--- config.mk ---
export PLATFORM = sky130hd
export DESIGN_NAME = reg_wb_arbiter
export DESIGN_NICKNAME = d
export VERILOG_FILES = /design/src/rtl/reg_wb_arbiter.sv
export SDC_FILE = /design/constraint.sdc
export NUM_CORES = 1
export LEC_CHECK = 0
export BUFFER_PORTS_ARGS = -buffer_cell sky130_fd_sc_hd__clkbuf_2
export CAP_MARGIN = 0
export CORE_ASPECT_RATIO = 0.9
export CORE_UTILIZATION = 30
export DETAILED_ROUTE_END_ITERATION = 10
export PLACE_DENSITY = 0.5
export SLEW_MARGIN = 40
export SYNTH_ARGS = -nofsm -noshare
export SYNTH_HDL_FRONTEND = slang
export SYNTH_SLANG_ARGS = --single-unit
--- constraint.sdc ---
create_clock -name clk -period 2.7 [get_ports clk]
set_input_delay 0.54 -clock clk [delete_from_list [all_inputs] [get_ports clk]]
set_output_delay 0.54 -clock clk [all_outputs]
set_load 0.02 [all_outputs]
--- src/rtl/reg_wb_arbiter.sv ---
// Write-back arbiter: merges priority ALU results and FIFO-buffered long-latency
// results onto the single register-file write port, and tracks pending destinations.
module reg_wb_arbiter #(
    parameter int DEPTH = 4,
    parameter int DW    = 32,
    parameter int AW    = 5
) (
    input  logic              clk,
    input  logic              rst,
    input  logic              alu_wen_i,
    input  logic [AW-1:0]     alu_waddr_i,
    input  logic [DW-1:0]     alu_wdata_i,
    input  logic              lsu_valid_i,
    input  logic [AW-1:0]     lsu_waddr_i,
    input  logic [DW-1:0]     lsu_wdata_i,
    output logic              lsu_ready_o,
    input  logic              issue_valid_i,
    input  logic [AW-1:0]     issue_rd_i,
    output logic [2**AW-1:0]  busy_o,
    output logic [AW-1:0]     reg_waddr_o,
    output logic [DW-1:0]     reg_wdata_o,
    output logic              reg_wen_o
);
    localparam int PW = $clog2(DEPTH);
    localparam int CW = PW + 1;
    localparam int NR = 2**AW;

    logic [AW-1:0]  memAddr_q [DEPTH];
    logic [DW-1:0]  memData_q [DEPTH];
    logic [PW-1:0]  wrPtr_q, wrPtr_d;
    logic [PW-1:0]  rdPtr_q, rdPtr_d;
    logic [CW-1:0]  count_q, count_d;
    logic [NR-1:0]  busy_q, busy_d;
    logic           regWen_q, regWen_d;
    logic [AW-1:0]  regWaddr_q, regWaddr_d;
    logic [DW-1:0]  regWdata_q, regWdata_d;

    logic           aluWins;
    logic           fifoEmpty;
    logic           push;
    logic           pop;
    logic [AW-1:0]  headAddr;
    logic [DW-1:0]  headData;

    assign lsu_ready_o = (count_q < CW'(DEPTH)) && !rst;
    assign push        = lsu_valid_i && lsu_ready_o;
    assign aluWins     = alu_wen_i && (alu_waddr_i != '0);
    assign fifoEmpty   = (count_q == '0);
    // An ALU write to x0 does not occupy the port, so the FIFO may drain under it.
    assign pop         = !aluWins && !fifoEmpty;
    assign headAddr    = memAddr_q[rdPtr_q];
    assign headData    = memData_q[rdPtr_q];

    assign busy_o      = busy_q;
    assign reg_wen_o   = regWen_q;
    assign reg_waddr_o = regWaddr_q;
    assign reg_wdata_o = regWdata_q;

    always_comb begin
        wrPtr_d    = wrPtr_q;
        rdPtr_d    = rdPtr_q;
        count_d    = count_q;
        busy_d     = busy_q;
        regWen_d   = 1'b0;
        regWaddr_d = regWaddr_q;
        regWdata_d = regWdata_q;

        if (push) begin
            wrPtr_d = wrPtr_q + PW'(1);
        end
        if (pop) begin
            rdPtr_d = rdPtr_q + PW'(1);
        end
        case ({push, pop})
            2'b10:   count_d = count_q + CW'(1);
            2'b01:   count_d = count_q - CW'(1);
            default: count_d = count_q;
        endcase

        if (aluWins) begin
            regWen_d   = 1'b1;
            regWaddr_d = alu_waddr_i;
            regWdata_d = alu_wdata_i;
        end else if (pop) begin
            regWen_d   = (headAddr != '0);
            regWaddr_d = headAddr;
            regWdata_d = headData;
        end

        // Clear before set so a same-cycle re-issue of the popped register stays busy.
        if (pop && (headAddr != '0)) begin
            busy_d[headAddr] = 1'b0;
        end
        if (issue_valid_i && (issue_rd_i != '0)) begin
            busy_d[issue_rd_i] = 1'b1;
        end
        busy_d[0] = 1'b0;
    end

    always_ff @(posedge clk) begin
        if (rst) begin
            wrPtr_q    <= '0;
            rdPtr_q    <= '0;
            count_q    <= '0;
            busy_q     <= '0;
            regWen_q   <= 1'b0;
            regWaddr_q <= '0;
            regWdata_q <= '0;
        end else begin
            wrPtr_q    <= wrPtr_d;
            rdPtr_q    <= rdPtr_d;
            count_q    <= count_d;
            busy_q     <= busy_d;
            regWen_q   <= regWen_d;
            regWaddr_q <= regWaddr_d;
            regWdata_q <= regWdata_d;
        end
    end

    always_ff @(posedge clk) begin
        if (push) begin
            memAddr_q[wrPtr_q] <= lsu_waddr_i;
            memData_q[wrPtr_q] <= lsu_wdata_i;
        end
    end

endmodule
* After elaboration in Yosys (flattened, before gate mapping)
Memory sizes are Yosys's and may differ from the RTL's. A register that Yosys moved wholly into a read port is not among the register bits. Index checks and enable logic that the tools add are counted.
Word-level totals: register bits after elaboration 77, memory bits (writable) 148, input bits 84, logic and storage cells 60, memories 2
Memories:
- memData_q | words 4, bits a word 32, read ports 1, clocked after Yosys merged registers in 1, wr ports 1, RTL line 29 | logic [DW-1:0] memData_q [DEPTH];
- memAddr_q | words 4, bits a word 5, read ports 1, clocked after Yosys merged registers in 1, wr ports 1, RTL line 28 | logic [AW-1:0] memAddr_q [DEPTH];
Cells by class: $add $sub $neg 4, $lt $le $gt $ge 5, equality and inequality tests 2, muxes and demuxes 19, bitwise operators 3, reductions and logical operators 17
Operators with widths (count):
- $mux W32 | 4
- $and A32 B32 Y32 | 1
- $not A32 Y32 | 1
- $or A32 B32 Y32 | 1
- $reduce_bool A5 Y1 | 3
- $lt A5 B6 Y1 const B | 2
- $demux W1 S5 | 2
- $ge A5 B1 Y1 const B | 2
- $mux W5 | 2
- $logic_and A1 B1 Y1 | 8
- $mux W2 | 4
- $mux W1 | 6
- $pmux W3 S2 | 1
- $add A2 B1 Y2 const B | 2
- $reduce_bool A2 Y1 | 2
- $add A3 B1 Y3 const B | 1
- $logic_not A1 Y1 | 3
- $logic_not A3 Y1 | 1
- $lt A3 B3 Y1 const B | 1
- $sub A3 B1 Y3 const B | 1
- $eq A2 B1 Y1 const B | 1
- $eq A2 B2 Y1 const B | 1

* Depth between registers and ports, before layout
Gate-level depths: netlist (run 1).
depth after elaboration 9, depth in mapped cells 10, gate-level depth less buffers 9

* Worst setup path before layout (run 1)
OpenSTA, ideal clock, no wires.
path kind input to register, start point in alu_waddr_i[3], end point reg count_q[2], library setup time 0.070 ns, data arrival time 2.549 ns, data required time 2.630 ns, slack 0.081 ns, stages on the path 9, cell sequence o31ai_1 -> nand3_1 -> inv_1 -> ha_1 -> inv_1 -> fa_1 -> xor2_1 -> or3_1 -> a21oi_1
Between the ends: longest elaborated chain between the ends 6, elaborated cells between the ends (all ways) 8, those cells by class 2 x eq/ne; 1 x mux; 5 x reduce/logical
RTL lines:
- start: declaration | RTL line 11 | input logic [AW-1:0] alu_waddr_i,
- $reduce_bool A5 Y1 (*) | RTL line 47 | assign aluWins = alu_wen_i && (alu_waddr_i != '0);
- $logic_and A1 B1 Y1 (*) | RTL line 47
- $logic_not A1 Y1 (*) | RTL line 50 | assign pop = !aluWins && !fifoEmpty;
- $logic_and A1 B1 Y1 (*) | RTL line 50
- named net pop | RTL line 41 | logic pop;
- $eq A2 B1 Y1 or $eq A2 B2 Y1 (tied branches) | RTL line 74 | case ({push, pop})
- $pmux W3 S2 or $reduce_bool A2 Y1 (tied branches)
- end signal: assignment | RTL line 112 | count_q <= count_d;
- end: declaration | RTL line 32 | logic [CW-1:0] count_q, count_d;
Mark *: on every way through the listed nets, which the timed path passes. The rest lies on a longest branch. A chain may end at the register's enable or synchronous reset.

==> results.json, run 1 <==
{
  "fin_hold_ws_ns": 0.239,
  "clock.fmax_mhz": 451,
  "met3WireLength_mm": 1.03,
  "grt_pass1_wl_mm": 33.9,
  "fp.coreArea_um2": 28900,
  "clock_skew_ns": 0.00902,
  "post-synth-top-count-cell": "edfxtp_1",
  "die_area_um2": 30100,
  "status": "complete, no violations",
  "yosysWarnings": 0,
  "period_needed_ns": 2.22,
  "cts_tree": "yes",
  "synth_area_leaders": "edfxtp_1, dfxtp_1, mux4_2, nand2_1, a311oi_1",
  "crit_path_max_fanout": 15,
  "nFillCells": 2856,
  "std_cell_rows": 59,
  "worstSetupEndpointType": "flip-flop",
  "syn_avg_cell_area_um2": 14.2,
  "async_flop_share_pct": 0,
  "critPathMaxStageDelay_ns": 0.69,
  "grt_overflow_total": 0,
  "netlist_instances": 620,
  "comb_power_share_pct": 17.1,
  "peakVddDrop_mv": 0.456,
  "required_ns": 3.07,
  "routedWlPerCell_um": 18.7,
  "hold_buffers": 0,
  "fin_crit_sh_pct": 82.2,
  "cpLargestDelayFamily": "multiplexers",
  "switching_share_pct": 27.6,
  "postCtsSetupBuffers": 0,
  "drc": 0,
  "die_h_um": 165,
  "place_congestion": 0.724,
  "timing.slew.headroom_pct": 51.8,
  "clk_pin_slew_worst_paths_ns": 0.06,
  "p_clk_share_pct": 36.5,
  "setup_tns_ns": 0,
  "hold_viol_final": 0,
  "critical_path_class": "flip-flop to flip-flop",
  "syn2layout_area_growth_pct": 23.3,
  "hp-class": "primary input to flip-flop",
  "seq_area_frac_synth_pct": 68.1,
  "antenna_left": 0,
  "rsz0062_at_grt": "no",
  "pin_count": 155,
  "drt-met1-wl_mm": 10.5,
  "multiInputGateArea_um2": 2610,
  "tightest_slew_ns": 0.722,
  "grt_max_degree": 78,
  "track_usage_pct": 14.7,
  "drtIter0Drc": 362,
  "final_nets": 867,
  "synth.top_cells.by_count": "edfxtp_1, nand2_1, dfxtp_1",
  "placed_cell_area_um2": 10100,
  "synth_top_area_share_pct": 50.4,
  "cts-buffers-inserted": 25,
  "seq_area_um2": 6010,
  "vias": 5706,
  "critical_path.cell_chain": "mux4_2 -> or3_1 -> o31ai_1 -> a21oi_1",
  "grt_pass1_vias": 5700,
  "cellInternalPower_mw": 6.23,
  "worst_setup_path_start_kind": "flip-flop",
  "cts_num_sinks": 226,
  "cp_slowest_cell": "mux4_2",
  "root_buffer": "clkbuf_16",
  "routed_wl_mm": 22.3,
  "synthDistinctLibCells": 43,
  "dr_wl_met2_mm": 10.3,
  "ys_ff_latch": 226,
  "via_per_inst": 4.78,
  "start_util_pct": 30.5,
  "final_area_um2": 10900,
  "ctsResizeCount": 0,
  "clk_latency_ns": 0.52,
  "synth_ff_type": "edfxtp_1",
  "top_layer": "met4",
  "setup_violations": 0,
  "port-buffer-count": 153,
  "die_x_um": 183,
  "drive_gt1_share_pct": 31.9,
  "maxCapViolCount": 0,
  "worstPathArrival_ns": 2.59,
  "p_sw_mw": 2.38,
  "synth_area_um2": 8820,
  "syn-num-nets": 710,
  "synthDominantAreaCellType": "edfxtp_1",
  "h-tree-depth": 1,
  "dp_hpwl_mm": 14.3,
  "antenna_found_initial": 1,
  "cts.path.max_buffers": 3,
  "powerDensity_nw_per_um2": 791,
  "leakage_nw": 3.80,
  "drtPass1Iterations": 5,
  "synth_edf_count": 148,
  "pwr-share-seq_pct": 46.4,
  "path_buf_inv": 0,
  "drv_slew": 0
}
[through the flow]
stage | power [mW] | std cells | worst slack, ns | util (%)
final | 8.61 | 1193 | 0.481 | 37.6
after global routing | 9.00 | 1192 | 0.347 | 37.6
after CTS | 8.77 | 1192 | 0.450 | 37.6
after detailed placement | 5.58 | 1146 | 0.140 | 35.0
after global placement | 5.57 | 1146 | 0.187 | 35.0
after floorplan | 4.97 | 620 | 0.0805 | -
[registers in the layout (all words and copies together), names as in the netlist, named ones only]
register     cells
wrPtr_q          2
memAddr_q       20
reg_wdata_o     32
busy_o          31
reg_wen_o        1
rdPtr_q          2
memData_q      128
count_q          3
reg_waddr_o      5
[power groups by stage]
stage	combinational, mW	sequential [mW]	clock [mW]
after floorplan	0.843	4.13	0
after global placement	1.50	4.06	0
after detailed placement	1.52	4.07	0
after CTS	1.52	3.99	3.25
after global routing	1.63	4.02	3.36
final	1.47	3.99	3.14
[final cells by class]
type / count / share of cell area (%)
flip-flops and latches: 226 / 55.3
inverters: 7 / 0.242
clock inverters: 13 / 0.805
clock buffers: 33 / 6.12
repair buffers: 173 / 9.03
diodes: 1 / 0.0230
multi-input cells: 344 / 24.0
well taps: 396 / 4.55
[layout by cell type (no fill, tap or decap), types with 4 or more instances in the layout]
cell and instances:
clkbuf_16 25, mux4_2 36, clkbuf_2 152, a311oi_1 35, clkbuf_1 7, nor2_1 48
dfxtp_1 76, nand2_1 97, ha_1 5, o31ai_1 21, inv_1 7, buf_4 14
xor2_1 4, nand3_1 10, clkinv_1 7, nand2b_1 4, and3_2 4, a21oi_1 36
o41ai_1 10, edfxtp_1 148, buf_12 5
[worst paths after layout]
check | to | cells after the start | startpoint | slack (ns)
worst min-delay path | memData_q[2][9] | 1 | lsu_wdata_i[9] | 0.24
worst max register to register | busy_o[3] | 4 | flip-flop | 0.48
worst min register to register | busy_o[6] | 2 | busy_o[6] | 0.47
worst max-delay path | busy_o[3] | 4 | flip-flop | 0.48
[metal layers]
| layer | up-vias | GRT usage, % |
|---|---|---|
| met1 | 2828 | 20.9 |
| met3 | 26 | 2.47 |
| met5 | - | 0 |
| li1 | 2695 | - |
| met4 | 0 | 3.71 |
| met2 | 157 | 23.5 |
[cell families after synthesis]
group | after synthesis | synth area share (%)
buffers and inverters | 50 | 2.60
flip-flops | 226 | 68.1
adder cells (fa/ha/maj) | 6 | 0.936
XOR/XNOR | 5 | 0.496
multiplexers | 40 | 9.84
AND/OR/NAND/NOR | 182 | 8.82
AO/OA/AOI/OAI | 110 | 9.18
other | 1 | 0.0425
(Power assumes the default switching activity.)
==> inputs of run 2 (changes only) <==
--- a/config.mk
+++ b/config.mk
@@ -10,7 +10,7 @@
 export CORE_ASPECT_RATIO = 0.9
 export CORE_UTILIZATION = 30
 export DETAILED_ROUTE_END_ITERATION = 10
-export PLACE_DENSITY = 0.5
+export PLACE_DENSITY = 0.48
 export SLEW_MARGIN = 40
 export SYNTH_ARGS = -nofsm -noshare
 export SYNTH_HDL_FRONTEND = slang
==> constraint.sdc (replaced) <==
create_clock -name clk -period 2.3 [get_ports clk]
set_input_delay 0.46 -clock clk [delete_from_list [all_inputs] [get_ports clk]]
set_output_delay 0.46 -clock clk [all_outputs]
set_load 0.02 [all_outputs]
==> results.json, run 2 (synthesis results as in run 1) <==
{
  "cts.path.max_buffers": 3,
  "period_needed_ns": 2.07,
  "fp.coreArea_um2": 28900,
  "rsz0062_at_grt": "no",
  "routedWlPerCell_um": 18.4,
  "critical_path_class": "flip-flop to flip-flop",
  "pwr-share-seq_pct": 45.0,
  "clk_latency_ns": 0.53,
  "hold_buffers": 0,
  "antenna_left": 0,
  "tightest_slew_ns": 0.694,
  "clock_skew_ns": 0.0179,
  "leakage_nw": 3.93,
  "h-tree-depth": 1,
  "fin_ws_ns": 0.231,
  "port-buffer-count": 153,
  "via_per_inst": 4.75,
  "cts_tree": "yes",
  "cts-buffers-inserted": 26,
  "drv_slew": 0,
  "pin_count": 155,
  "postCtsSetupBuffers": 0,
  "nFillCells": 2834,
  "grt_max_degree": 78,
  "final_area_um2": 11100,
  "clock.fmax_mhz": 483,
  "die_area_um2": 30100,
  "p_clk_share_pct": 37.4,
  "dp_hpwl_mm": 14.7,
  "status": "complete, no violations",
  "grt_pass1_wl_mm": 34.5,
  "drtPass1Iterations": 4,
  "hp-class": "primary input to flip-flop",
  "place_congestion": 0.750,
  "maxCapViolCount": 0,
  "cp_slowest_cell": "mux4_1",
  "worstPathArrival_ns": 2.45,
  "drtIter0Drc": 413,
  "peakVddDrop_mv": 0.487,
  "comb_power_share_pct": 17.6,
  "layout_common_cells": "clkbuf_2, edfxtp_1, nand2_1",
  "cpLargestDelayFamily": "multiplexers",
  "worstSetupEndpointType": "flip-flop",
  "switching_share_pct": 27.7,
  "critical_path.cell_chain": "mux4_1 -> or2_1 -> o41ai_1 -> a21oi_1",
  "clk_pin_slew_worst_paths_ns": 0.06,
  "root_buffer": "clkbuf_16",
  "required_ns": 2.68,
  "ctsResizeCount": 0,
  "p_sw_mw": 2.86,
  "final_nets": 888,
  "cellInternalPower_mw": 7.47,
  "antenna_found_initial": 1,
  "powerDensity_nw_per_um2": 934,
  "crit_path_max_fanout": 8,
  "track_usage_pct": 15.1,
  "drc": 0,
  "hold_viol_final": 0,
  "timing.slew.headroom_pct": 53.7,
  "syn2layout_area_growth_pct": 25.4,
  "die_x_um": 183,
  "worst_setup_path_start_kind": "flip-flop",
  "path_buf_inv": 0,
  "start_util_pct": 30.5,
  "antenna_cells": 0,
  "grt_overflow_total": 0,
  "vias": 5759,
  "std_cell_rows": 59,
  "layout_commonest_cell": "clkbuf_2",
  "top_register": "memData_q",
  "fin_crit_sh_pct": 90.0,
  "placed_cell_area_um2": 10300,
  "grt_pass1_vias": 5803,
  "largest_reg_flops": 128,
  "final_core_util_pct": 38.2,
  "routed_wl_mm": 22.3,
  "cts_num_sinks": 226,
  "critPathMaxStageDelay_ns": 0.60,
  "die_h_um": 165,
  "drive_gt1_share_pct": 34.6,
  "dp_slack_ns": -0.107,
  "setup_violations": 0
}
## run 2: cell types whose count changed in the layout (fill, tap and decap cells not counted), sizes merged
cell	before	now
inv	8	7
diode	1	0
clkinvlp	1	3
clkbuf	185	186
buf	21	40
## run 2: metrics by stage
| step | hold slack (ns) | total power [mW] | setup TNS (ns) | cells |
|---|---|---|---|---|
| floorplan | 0.485 | 5.84 | -0.0413 | 620 |
| global placement | 0.460 | 6.60 | -0.0586 | 1166 |
| detailed placement | 0.455 | 6.60 | -0.107 | 1166 |
| CTS | 0.123 | 10.5 | 0 | 1213 |
| global route | 0.131 | 10.8 | 0 | 1213 |
| finish | 0.144 | 10.3 | 0 | 1213 |
## run 2: final cells by class
type	instances	area (um^2)	share of cell area (%)
Clock buffer	33	697	6.30
Clock inverter	14	110	0.995
Inverter	7	26.3	0.237
Multi-Input combinational cell	344	2620	23.7
Sequential cell	226	6010	54.3
Tap cell	396	495	4.48
Timing Repair Buffer	193	1110	10.0
## run 2: path summary, 6_finish.rpt
kind | startpoint | slack [ns] | end | cells after the start
max | flip-flop | 0.23 | busy_o[12] | 4
min | lsu_wdata_i[8] | 0.14 | memData_q[3][8] | 1
max reg2reg | flip-flop | 0.23 | busy_o[12] | 4
min reg2reg | busy_o[13] | 0.46 | busy_o[13] | 2
## run 2: layer usage
layer / global-route usage (%) / vias up / wire [um]
li1: - / 2732 / -
met1: 20.9 / 2829 / 9940
met2: 24.0 / 164 / 10400
met3: 3.29 / 32 / 1570
met4: 3.90 / 2 / 425
met5: 0 / - / 13
## run 2: power groups by stage
stage	combinational [mW]	clock (mW)	sequential, mW
finish	1.82	3.87	4.65
global route	2.01	4.15	4.68
CTS	1.86	3.99	4.66
detailed placement	1.86	0	4.74
global placement	1.86	0	4.74
floorplan	0.994	0	4.84
## run 2: worst register-to-register path, cell delays in order, from the launching register on
cell     delay (ns)
dfxtp_2        0.48
mux4_1         0.60
or2_1          0.41
o41ai_1        0.32
a21oi_1        0.11
